`config.mk`:
```
export PLATFORM = sky130hd
export DESIGN_NAME = local_memory_arbiter
export DESIGN_NICKNAME = d
export VERILOG_FILES = /design/src/rtl/local_memory_arbiter_pkg.sv /design/src/rtl/local_memory_arbiter_starvation_counter.sv /design/src/rtl/local_memory_arbiter.sv
export SDC_FILE = /design/constraint.sdc
export NUM_CORES = 1
export LEC_CHECK = 0
export BUFFER_PORTS_ARGS = -buffer_cell sky130_fd_sc_hd__buf_2
export CORE_AREA = 2 2 110 112
export CTS_BUF_LIST = sky130_fd_sc_hd__clkbuf_16
export DETAILED_ROUTE_END_ITERATION = 10
export DIE_AREA = 0 0 112 114
export GPL_ROUTABILITY_DRIVEN = 0
export PLACE_DENSITY = 0.48
export SYNTH_ARGS = -nofsm -noshare
export SYNTH_HDL_FRONTEND = slang
export SYNTH_SLANG_ARGS = --single-unit
export TNS_END_PERCENT = 100
```
`constraint.sdc`:
```
create_clock -name clk -period 2 [get_ports clk]
set_input_delay 0.2 -clock clk [delete_from_list [all_inputs] [get_ports clk]]
set_output_delay 0.2 -clock clk [all_outputs]
set_load 0.005 [all_outputs]
```
`src/rtl/local_memory_arbiter_pkg.sv`:
```
// Shared types and constants for the local memory arbiter: FSM encoding,
// memory bus widths and the idle read pattern.
package local_memory_arbiter_pkg;

    localparam int MEM_ADDRESS_WIDTH = 24;
    localparam int MEM_DATA_WIDTH    = 32;
    localparam logic [MEM_DATA_WIDTH-1:0] MEM_IDLE_READ = ~32'h0;

    typedef enum logic [1:0] {
        IDLE     = 2'd0,
        OWN_CORE = 2'd1,
        OWN_WB   = 2'd2
    } arbState_t;

    function automatic logic [15:0] satInc16(input logic [15:0] value, input logic inc);
        return (inc && value != 16'hFFFF) ? value + 16'd1 : value;
    endfunction

endpackage

```
`src/rtl/local_memory_arbiter_starvation_counter.sv`:
```
// Saturating wait counter for the wishbone requester; atLimit tells the
// arbiter that the wishbone side must win the next arbitration.
module arbiter_starvation_counter
    import local_memory_arbiter_pkg::*;
#(
    parameter int LIMIT = 8,
    parameter int WIDTH = 8
) (
    input  logic clk,
    input  logic rst,
    input  logic inc,
    input  logic clear,
    output logic atLimit
);

    localparam logic [WIDTH-1:0] COUNT_MAX   = '1;
    localparam logic [WIDTH-1:0] LIMIT_VALUE = WIDTH'(LIMIT);

    logic [WIDTH-1:0] count;

    always_ff @(posedge clk) begin
        if (rst || clear) begin
            count <= '0;
        end else if (inc && count != COUNT_MAX) begin
            count <= count + WIDTH'(1);
        end
    end

    assign atLimit = (count >= LIMIT_VALUE);

endmodule

```
`src/rtl/local_memory_arbiter.sv`:
```
// Two-way arbiter for the local SRAM request port: core has fixed priority,
// wishbone is protected by a starvation limit. Optional statistics counters
// are enabled with LOCAL_MEMORY_ARBITER_STATS_EN.
module local_memory_arbiter
    import local_memory_arbiter_pkg::*;
#(
    parameter int STARVATION_LIMIT   = 8,
    parameter int STARVE_COUNT_WIDTH = 8
) (
    input  logic                         clk,
    input  logic                         rst,
    input  logic [MEM_ADDRESS_WIDTH-1:0] coreAddress,
    input  logic [3:0]                   coreByteSelect,
    input  logic                         coreEnable,
    input  logic                         coreWriteEnable,
    input  logic [MEM_DATA_WIDTH-1:0]    coreDataWrite,
    output logic [MEM_DATA_WIDTH-1:0]    coreDataRead,
    output logic                         coreBusy,
    input  logic [MEM_ADDRESS_WIDTH-1:0] wbAddress,
    input  logic [3:0]                   wbByteSelect,
    input  logic                         wbEnable,
    input  logic                         wbWriteEnable,
    input  logic [MEM_DATA_WIDTH-1:0]    wbDataWrite,
    output logic [MEM_DATA_WIDTH-1:0]    wbDataRead,
    output logic                         wbBusy,
`ifdef LOCAL_MEMORY_ARBITER_STATS_EN
    input  logic                         statsClear,
    output logic [15:0]                  coreGrantCount,
    output logic [15:0]                  wbGrantCount,
    output logic [15:0]                  wbForcedGrantCount,
`endif
    output logic [MEM_ADDRESS_WIDTH-1:0] memAddress,
    output logic [3:0]                   memByteSelect,
    output logic                         memEnable,
    output logic                         memWriteEnable,
    output logic [MEM_DATA_WIDTH-1:0]    memDataWrite,
    input  logic [MEM_DATA_WIDTH-1:0]    memDataRead,
    input  logic                         memBusy
);

    arbState_t state;
    logic      grantCore;
    logic      grantWb;
    logic      wbForced;
    logic      starveAtLimit;

    // Grant is decided in the same cycle as the request; an owner keeps the
    // port only while it holds its enable.
    always_comb begin
        grantCore = 1'b0;
        grantWb   = 1'b0;
        wbForced  = 1'b0;
        if (!rst) begin
            case (state)
                IDLE: begin
                    wbForced  = wbEnable && starveAtLimit;
                    grantWb   = wbForced || (wbEnable && !coreEnable);
                    grantCore = coreEnable && !wbForced;
                end
                OWN_CORE: grantCore = coreEnable;
                OWN_WB:   grantWb   = wbEnable;
                default: ;
            endcase
        end
    end

    always_comb begin
        memAddress     = '0;
        memByteSelect  = '0;
        memEnable      = 1'b0;
        memWriteEnable = 1'b0;
        memDataWrite   = '0;
        if (grantCore) begin
            memAddress     = coreAddress;
            memByteSelect  = coreByteSelect;
            memEnable      = 1'b1;
            memWriteEnable = coreWriteEnable;
            memDataWrite   = coreDataWrite;
        end else if (grantWb) begin
            memAddress     = wbAddress;
            memByteSelect  = wbByteSelect;
            memEnable      = 1'b1;
            memWriteEnable = wbWriteEnable;
            memDataWrite   = wbDataWrite;
        end
        coreBusy     = grantCore ? memBusy : coreEnable;
        wbBusy       = grantWb   ? memBusy : wbEnable;
        coreDataRead = grantCore ? memDataRead : MEM_IDLE_READ;
        wbDataRead   = grantWb   ? memDataRead : MEM_IDLE_READ;
    end

    always_ff @(posedge clk) begin
        if (rst) begin
            state <= IDLE;
        end else begin
            case (state)
                IDLE: begin
                    if (grantCore && memBusy) begin
                        state <= OWN_CORE;
                    end else if (grantWb && memBusy) begin
                        state <= OWN_WB;
                    end
                end
                OWN_CORE: if (!coreEnable || !memBusy) state <= IDLE;
                OWN_WB:   if (!wbEnable || !memBusy) state <= IDLE;
                default:  state <= IDLE;
            endcase
        end
    end

    arbiter_starvation_counter #(
        .LIMIT (STARVATION_LIMIT),
        .WIDTH (STARVE_COUNT_WIDTH)
    ) starveCounter (
        .clk     (clk),
        .rst     (rst),
        .inc     (wbEnable && !grantWb),
        .clear   (!wbEnable || grantWb),
        .atLimit (starveAtLimit)
    );

`ifdef LOCAL_MEMORY_ARBITER_STATS_EN
    // A transaction starts only when a grant is issued from IDLE.
    logic startCore;
    logic startWb;
    logic startForced;

    assign startCore   = (state == IDLE) && grantCore;
    assign startWb     = (state == IDLE) && grantWb;
    assign startForced = (state == IDLE) && wbForced;

    always_ff @(posedge clk) begin
        if (rst || statsClear) begin
            coreGrantCount     <= '0;
            wbGrantCount       <= '0;
            wbForcedGrantCount <= '0;
        end else begin
            coreGrantCount     <= satInc16(coreGrantCount, startCore);
            wbGrantCount       <= satInc16(wbGrantCount, startWb);
            wbForcedGrantCount <= satInc16(wbForcedGrantCount, startForced);
        end
    end
`endif

endmodule

```
== Word-level counts from Yosys, hierarchy flattened ==
Cells that the tools add are included.

* Register bits: 10
* Input bits: 159
* Output and inout port bits: 128
* Word-level logic and storage cells: 52

* Add/subtract/negate cells: 1
* Magnitude comparators: 1
* Equal/unequal tests: 6
* Mux-type cells: 23
* Reduce and logical (&&, ||, !) cells: 19

{| class="wikitable"
|+ Operator list
! kind !! count
|-
| $mux W32 || 4
|-
| $mux W24 || 2
|-
| $add A8 B1 Y8 const B || 1
|-
| $ge A8 B4 Y1 const B || 1
|-
| $mux W1 || 8
|-
| $mux W2 || 4
|-
| $mux W4 || 2
|-
| $ne A8 B8 Y1 const B || 1
|-
| $logic_and A1 B1 Y1 || 7
|-
| $pmux W2 S3 || 1
|-
| $logic_not A1 Y1 || 5
|-
| $logic_or A1 B1 Y1 || 5
|-
| $ne A2 B2 Y1 const B || 2
|-
| $pmux W1 S2 || 2
|-
| $ne A3 B3 Y1 const B || 1
|-
| $reduce_and A3 Y1 || 1
|-
| $eq A2 B1 Y1 const B || 1
|-
| $eq A2 B2 Y1 const B || 1
|-
| $logic_not A2 Y1 || 1
|}

== Logic depth before layout (Yosys ltp) ==
* Depth after elaboration: 9
* Gate-level depth with buffers: 6
* Mapped depth without buffers: 4

== By module ==
Synthesis repeated with hierarchy kept, for this count alone.

* Cell total of the unflattened synthesis: 214
* Area total of the unflattened synthesis: 1674.1 µm²

{| class="wikitable"
|+ By module, submodules not included
! module !! instances !! cells each !! area an instance (µm²) !! sequential area each (µm²)
|-
| local_memory_arbiter || 1 || 160 || 1212.4 || 40.0
|-
| arbiter_starvation_counter || 1 || 54 || 461.7 || 160.2
|}

== Worst setup path after synthesis ==
Ideal clock, no wire load.

* Path kind: register -> output
* Start: register starveCounter.count[3]
* End: output port memAddress[0]
* Arrival time: 1.700 ns
* Data required time: 1.800 ns
* Slack: 0.100 ns
* Cell stages (with the launch flop): 7
* Buffers on the path: 3
* Path through: dfxtp_1 buf_6 or4_4 o31a_1 buf_6 buf_6 a32o_1

* Longest elaborated chain between the ends: 7
* Elaborated cells on any way between the ends: 11
* Classes of those cells: 1 x order compare; 6 x mux; 4 x reduce/logical

{| class="wikitable"
|+ RTL lines
! what !! RTL line !! source
|-
| from (decl) || local_memory_arbiter_starvation_counter.sv:19 || <nowiki>logic [WIDTH-1:0] count;</nowiki>
|-
| from (signal assigned) || local_memory_arbiter_starvation_counter.sv:25 || <nowiki>count <= count + WIDTH'(1);</nowiki>
|-
| $ge A8 B4 Y1 * || local_memory_arbiter_starvation_counter.sv:29 || <nowiki>assign atLimit = (count >= LIMIT_VALUE);</nowiki>
|-
| $logic_and A1 B1 Y1 * || local_memory_arbiter.sv:56 || <nowiki>wbForced = wbEnable && starveAtLimit;</nowiki>
|-
| $logic_or A1 B1 Y1 or $logic_not A1 Y1 (tied branches) || local_memory_arbiter.sv:57, local_memory_arbiter.sv:58 ||
|-
| $pmux W1 S2 or $logic_and A1 B1 Y1 (tied branches) || local_memory_arbiter.sv:54, local_memory_arbiter.sv:58 ||
|-
| $mux W1 or $pmux W1 S2 (tied branches) || local_memory_arbiter.sv:53, local_memory_arbiter.sv:54 ||
|-
| $mux W24 or $mux W1 (tied branches) || local_memory_arbiter.sv:79, local_memory_arbiter.sv:53 ||
|-
| $mux W24 * || local_memory_arbiter.sv:73 || <nowiki>if (grantCore) begin</nowiki>
|-
| to (decl) || local_memory_arbiter.sv:32 || <nowiki>output logic [MEM_ADDRESS_WIDTH-1:0] memAddress,</nowiki>
|}

Every way passes the cells marked *; elsewhere a longest branch is shown, timed or not.

== Worst setup path after layout ==
* Start: register starveCounter.count[6]
* End: output port memAddress[13]

Same word-level chain as after synthesis.

==> impl_metrics.py <==
metrics = {
    "timing": {
        "maxSlewHeadroom_pct": 74.03,
        "worst_pin_slew_ns": 0.3890,
        "fin_ws_ns": -0.2086,
        "fin_skew_ns": 0.002505,
        "max_freq_mhz": 452.8,
        "slew_violations": 0,
        "layout_min_cycle_time_ns": 2.209,
        "rsz0062_at_grt": "yes",
        "finalHoldViolCount": 0,
        "setup_violations": 126,
        "period_share_pct": 110.4,
    },
    "setup_path": {
        "worstSetupPathType": "flop to output pin",
        "crit_path_end_kind": "output pin",
        "worstPathArrival_ns": 2.01,
        "start_kind": "flop",
        "critPathMaxFanout": 13,
        "worstPathRequired_ns": 1.80,
        "reg2reg_depth": 5,
    },
    "final_layout": {
        "area_growth_pct": 114.7,
        "postLayoutCoreUtil_pct": 33.24,
        "diodes": 0,
        "drive_above_1_share_pct": 64.96,
        "fin_nets": 670,
        "final.fill_count": 1246,
        "multiInputGateArea_mm2": 0.001454,
        "finalNonFillerCells": 655,
        "fin_area_mm2": 0.003892,
        "regArea_um2": 201.4,
    },
    "grt": {
        "grt_pass1_wl_um": 15000,
        "grt_pass1_vias": 2856,
        "met3_usage_pct": 2.285,
        "use_met2_pct": 27.07,
        "grt_usage_pct": 14.57,
        "antenna_found_initial": 0,
        "grt_max_degree": 50,
        "top_usage_layer": "met2",
        "overflow": 0,
        "grt_use_met1_pct": 17.98,
    },
    "cts": {
        "numClockSinks": 10,
        "clockBufferDepth": 2,
        "clk_latency_ns": 0.24,
        "htree_levels": 1,
        "clockRootBuffer": "clkbuf_16",
        "clk_pin_slew_worst_paths_ns": 0.04,
        "hold_buffers": 0,
        "cts_tree": "built",
        "numCtsBuffers": 3,
    },
    "synthesis": {
        "synth_area_mm2": 0.001813,
        "syn_nets": 384,
        "synth_flop_cell": "dfxtp_1",
        "synth_edf_count": 0,
        "synthCells": 223,
        "ys_warn_count": 0,
        "ys_ff_latch": 10,
        "syn_avg_cell_area_um2": 8.130,
        "yosysSeqAreaShare_pct": 11.04,
        "synth.distinct_cells": 34,
        "synthArstFlopShare_pct": 0,
    },
    "route": {
        "avgRoutedWirePerCell_um": 17.43,
        "ant_nets": 0,
        "vias": 3162,
        "wl_um": 11420,
        "drc": 0,
        "viasPerCell": 4.827,
        "drt_iter0_drc": 210,
        "drt_pass1_iterations": 4,
    },
    "floorplanning": {
        "die_w_um": 112,
        "die_h_um": 114,
        "row_count": 40,
        "coreArea_mm2": 0.01171,
        "io_pins": 287,
        "initial_utilization_pct": 15.48,
        "dieArea_mm2": 0.01277,
    },
    "flow_run": {
        "maxCapViolCount": 0,
    },
    "placement": {
        "pre_cts_slack_ns": 0.005629,
        "dpl.hpwl_um": 7857,
        "place_area_mm2": 0.003410,
        "portBuffers": 286,
        "placed_cells": 634,
    },
    "outcome": {
        "outcome": "finished, violations left",
        "failed_checks": "negative setup slack",
    },
    "pwr": {
        "power.density_mw_per_mm2": 289.5,
        "power_frac_clock_pct": 31.7,
        "leakage_uw": 0.001860,
        "p_sw_share_pct": 29.73,
        "seqPwrFrac_pct": 18.2,
        "power_frac_comb_pct": 50.1,
        "switching_power_uw": 335.0,
        "ir_drop_mv": 0.2036,
        "finalPower_uw": 1127,
        "p_int_uw": 791.7,
    },
    "worst_hold_path": {
        "min_path_cells": 2,
        "hold_class": "input pin to flop",
    },
}
==> power by group through the flow <==
stage	registers, uW	logic (uW)	clock network (uW)
2_1_floorplan	208	215	0
6_report	205	564	358
4_1_cts	205	555	370
5_1_grt	205	611	385
3_3_place_gp	209	529	0
3_5_place_dp	208	530	0
==> layer usage <==
layer | share of wire (%) | vias up
li1 | - | 1487
met1 | 40 | 1467
met2 | 52 | 200
met3 | 7.9 | 8
met4 | 0.83 | 0
met5 | 0 | -
==> path summary, 6_finish.rpt <==
check        slack [ns]                                  end                                start
min                0.23                state[1]$_SDFFE_PP0P_                              memBusy
min reg2reg        0.54  starveCounter.count[1]$_SDFFE_PP0P_  starveCounter.count[1]$_SDFFE_PP0P_
max               -0.21                       memAddress[13]  starveCounter.count[6]$_SDFFE_PP0P_
max reg2reg        0.14  starveCounter.count[4]$_SDFFE_PP0P_  starveCounter.count[6]$_SDFFE_PP0P_
==> stage by stage <==
| step | TNS [ns] | hold slack [ns] |
|---|---|---|
| floorplan | 0 | 0.3217 |
| global placement | 0 | 0.4620 |
| detailed placement | 0 | 0.4682 |
| CTS | -20.98 | 0.2246 |
| global route | -28.09 | 0.2439 |
| finish | -19.60 | 0.2304 |
==> repair_timing <==
item / 4_1_cts / 5_1_grt
pin swaps: 2 / 8
setup buffers: 5 / 2
cloned: 4 / 8
gates resized for setup: 8 / 20
endpoints found under the setup margin: 127 / 130
==> critical path, cell delays in order, from the launching register on <==
cell and delay [ns]:
dfxtp_2 0.31, or4_4 0.54, o31a_4 0.38, buf_12 0.18, a32o_2 0.23, buf_2 0.13
==> registers in the layout, summed over array words and instances (netlist names) <==
signal	flops
starveCounter.count	8
state	2
==> cell families (layout without fill, tap and decap cells) <==
family	count (synthesis)	count (layout)	synth area share, %
adders and majority gates	2	2	1.380
AOI/OAI and AO/OA	79	79	41.27
and+or+nand+nor	94	94	34.44
buffers and inverters	38	323	11.87
DFF	10	10	11.04
==> cells in the mapped netlist (all sizes together), types with 4 or more instances <==
cell type,instances,area share (%)
nand2b,35,12
buf,18,7.7
inv,4,0.83
nand3,4,1.1
nand3b,32,13
dfxtp,10,11
clkbuf,16,3.3
nor2,4,0.83
a32o,61,34
==> cell type report <==
class / instances / area share (%)
Clock buffer: 3 / 1.929
Multi-Input combinational cell: 175 / 37.35
Timing Repair Buffer: 315 / 50.34
Tap cell: 147 / 4.725
Inverter: 4 / 0.3857
Clock inverter: 1 / 0.09643
Sequential cell: 10 / 5.175
==> cells in the final DEF (no fill, tap or decap), drive strengths merged, types with 2 or more instances in the layout <==
| master | instances |
|---|---|
| inv | 4 |
| nor4b | 2 |
| a21boi | 2 |
| dfxtp | 10 |
| nand2b | 35 |
| o31a | 2 |
| a2111oi | 3 |
| nor2 | 4 |
| buf | 308 |
| a32o | 61 |
| o21bai | 2 |
| nand4 | 2 |
| a21oi | 3 |
| nor3 | 3 |
| nand3b | 32 |
| and3 | 3 |
| nand3 | 4 |
| ha | 2 |
| clkbuf | 10 |
| a31oi | 2 |
| nor4 | 3 |
Power figures use the tool's default switching activity.
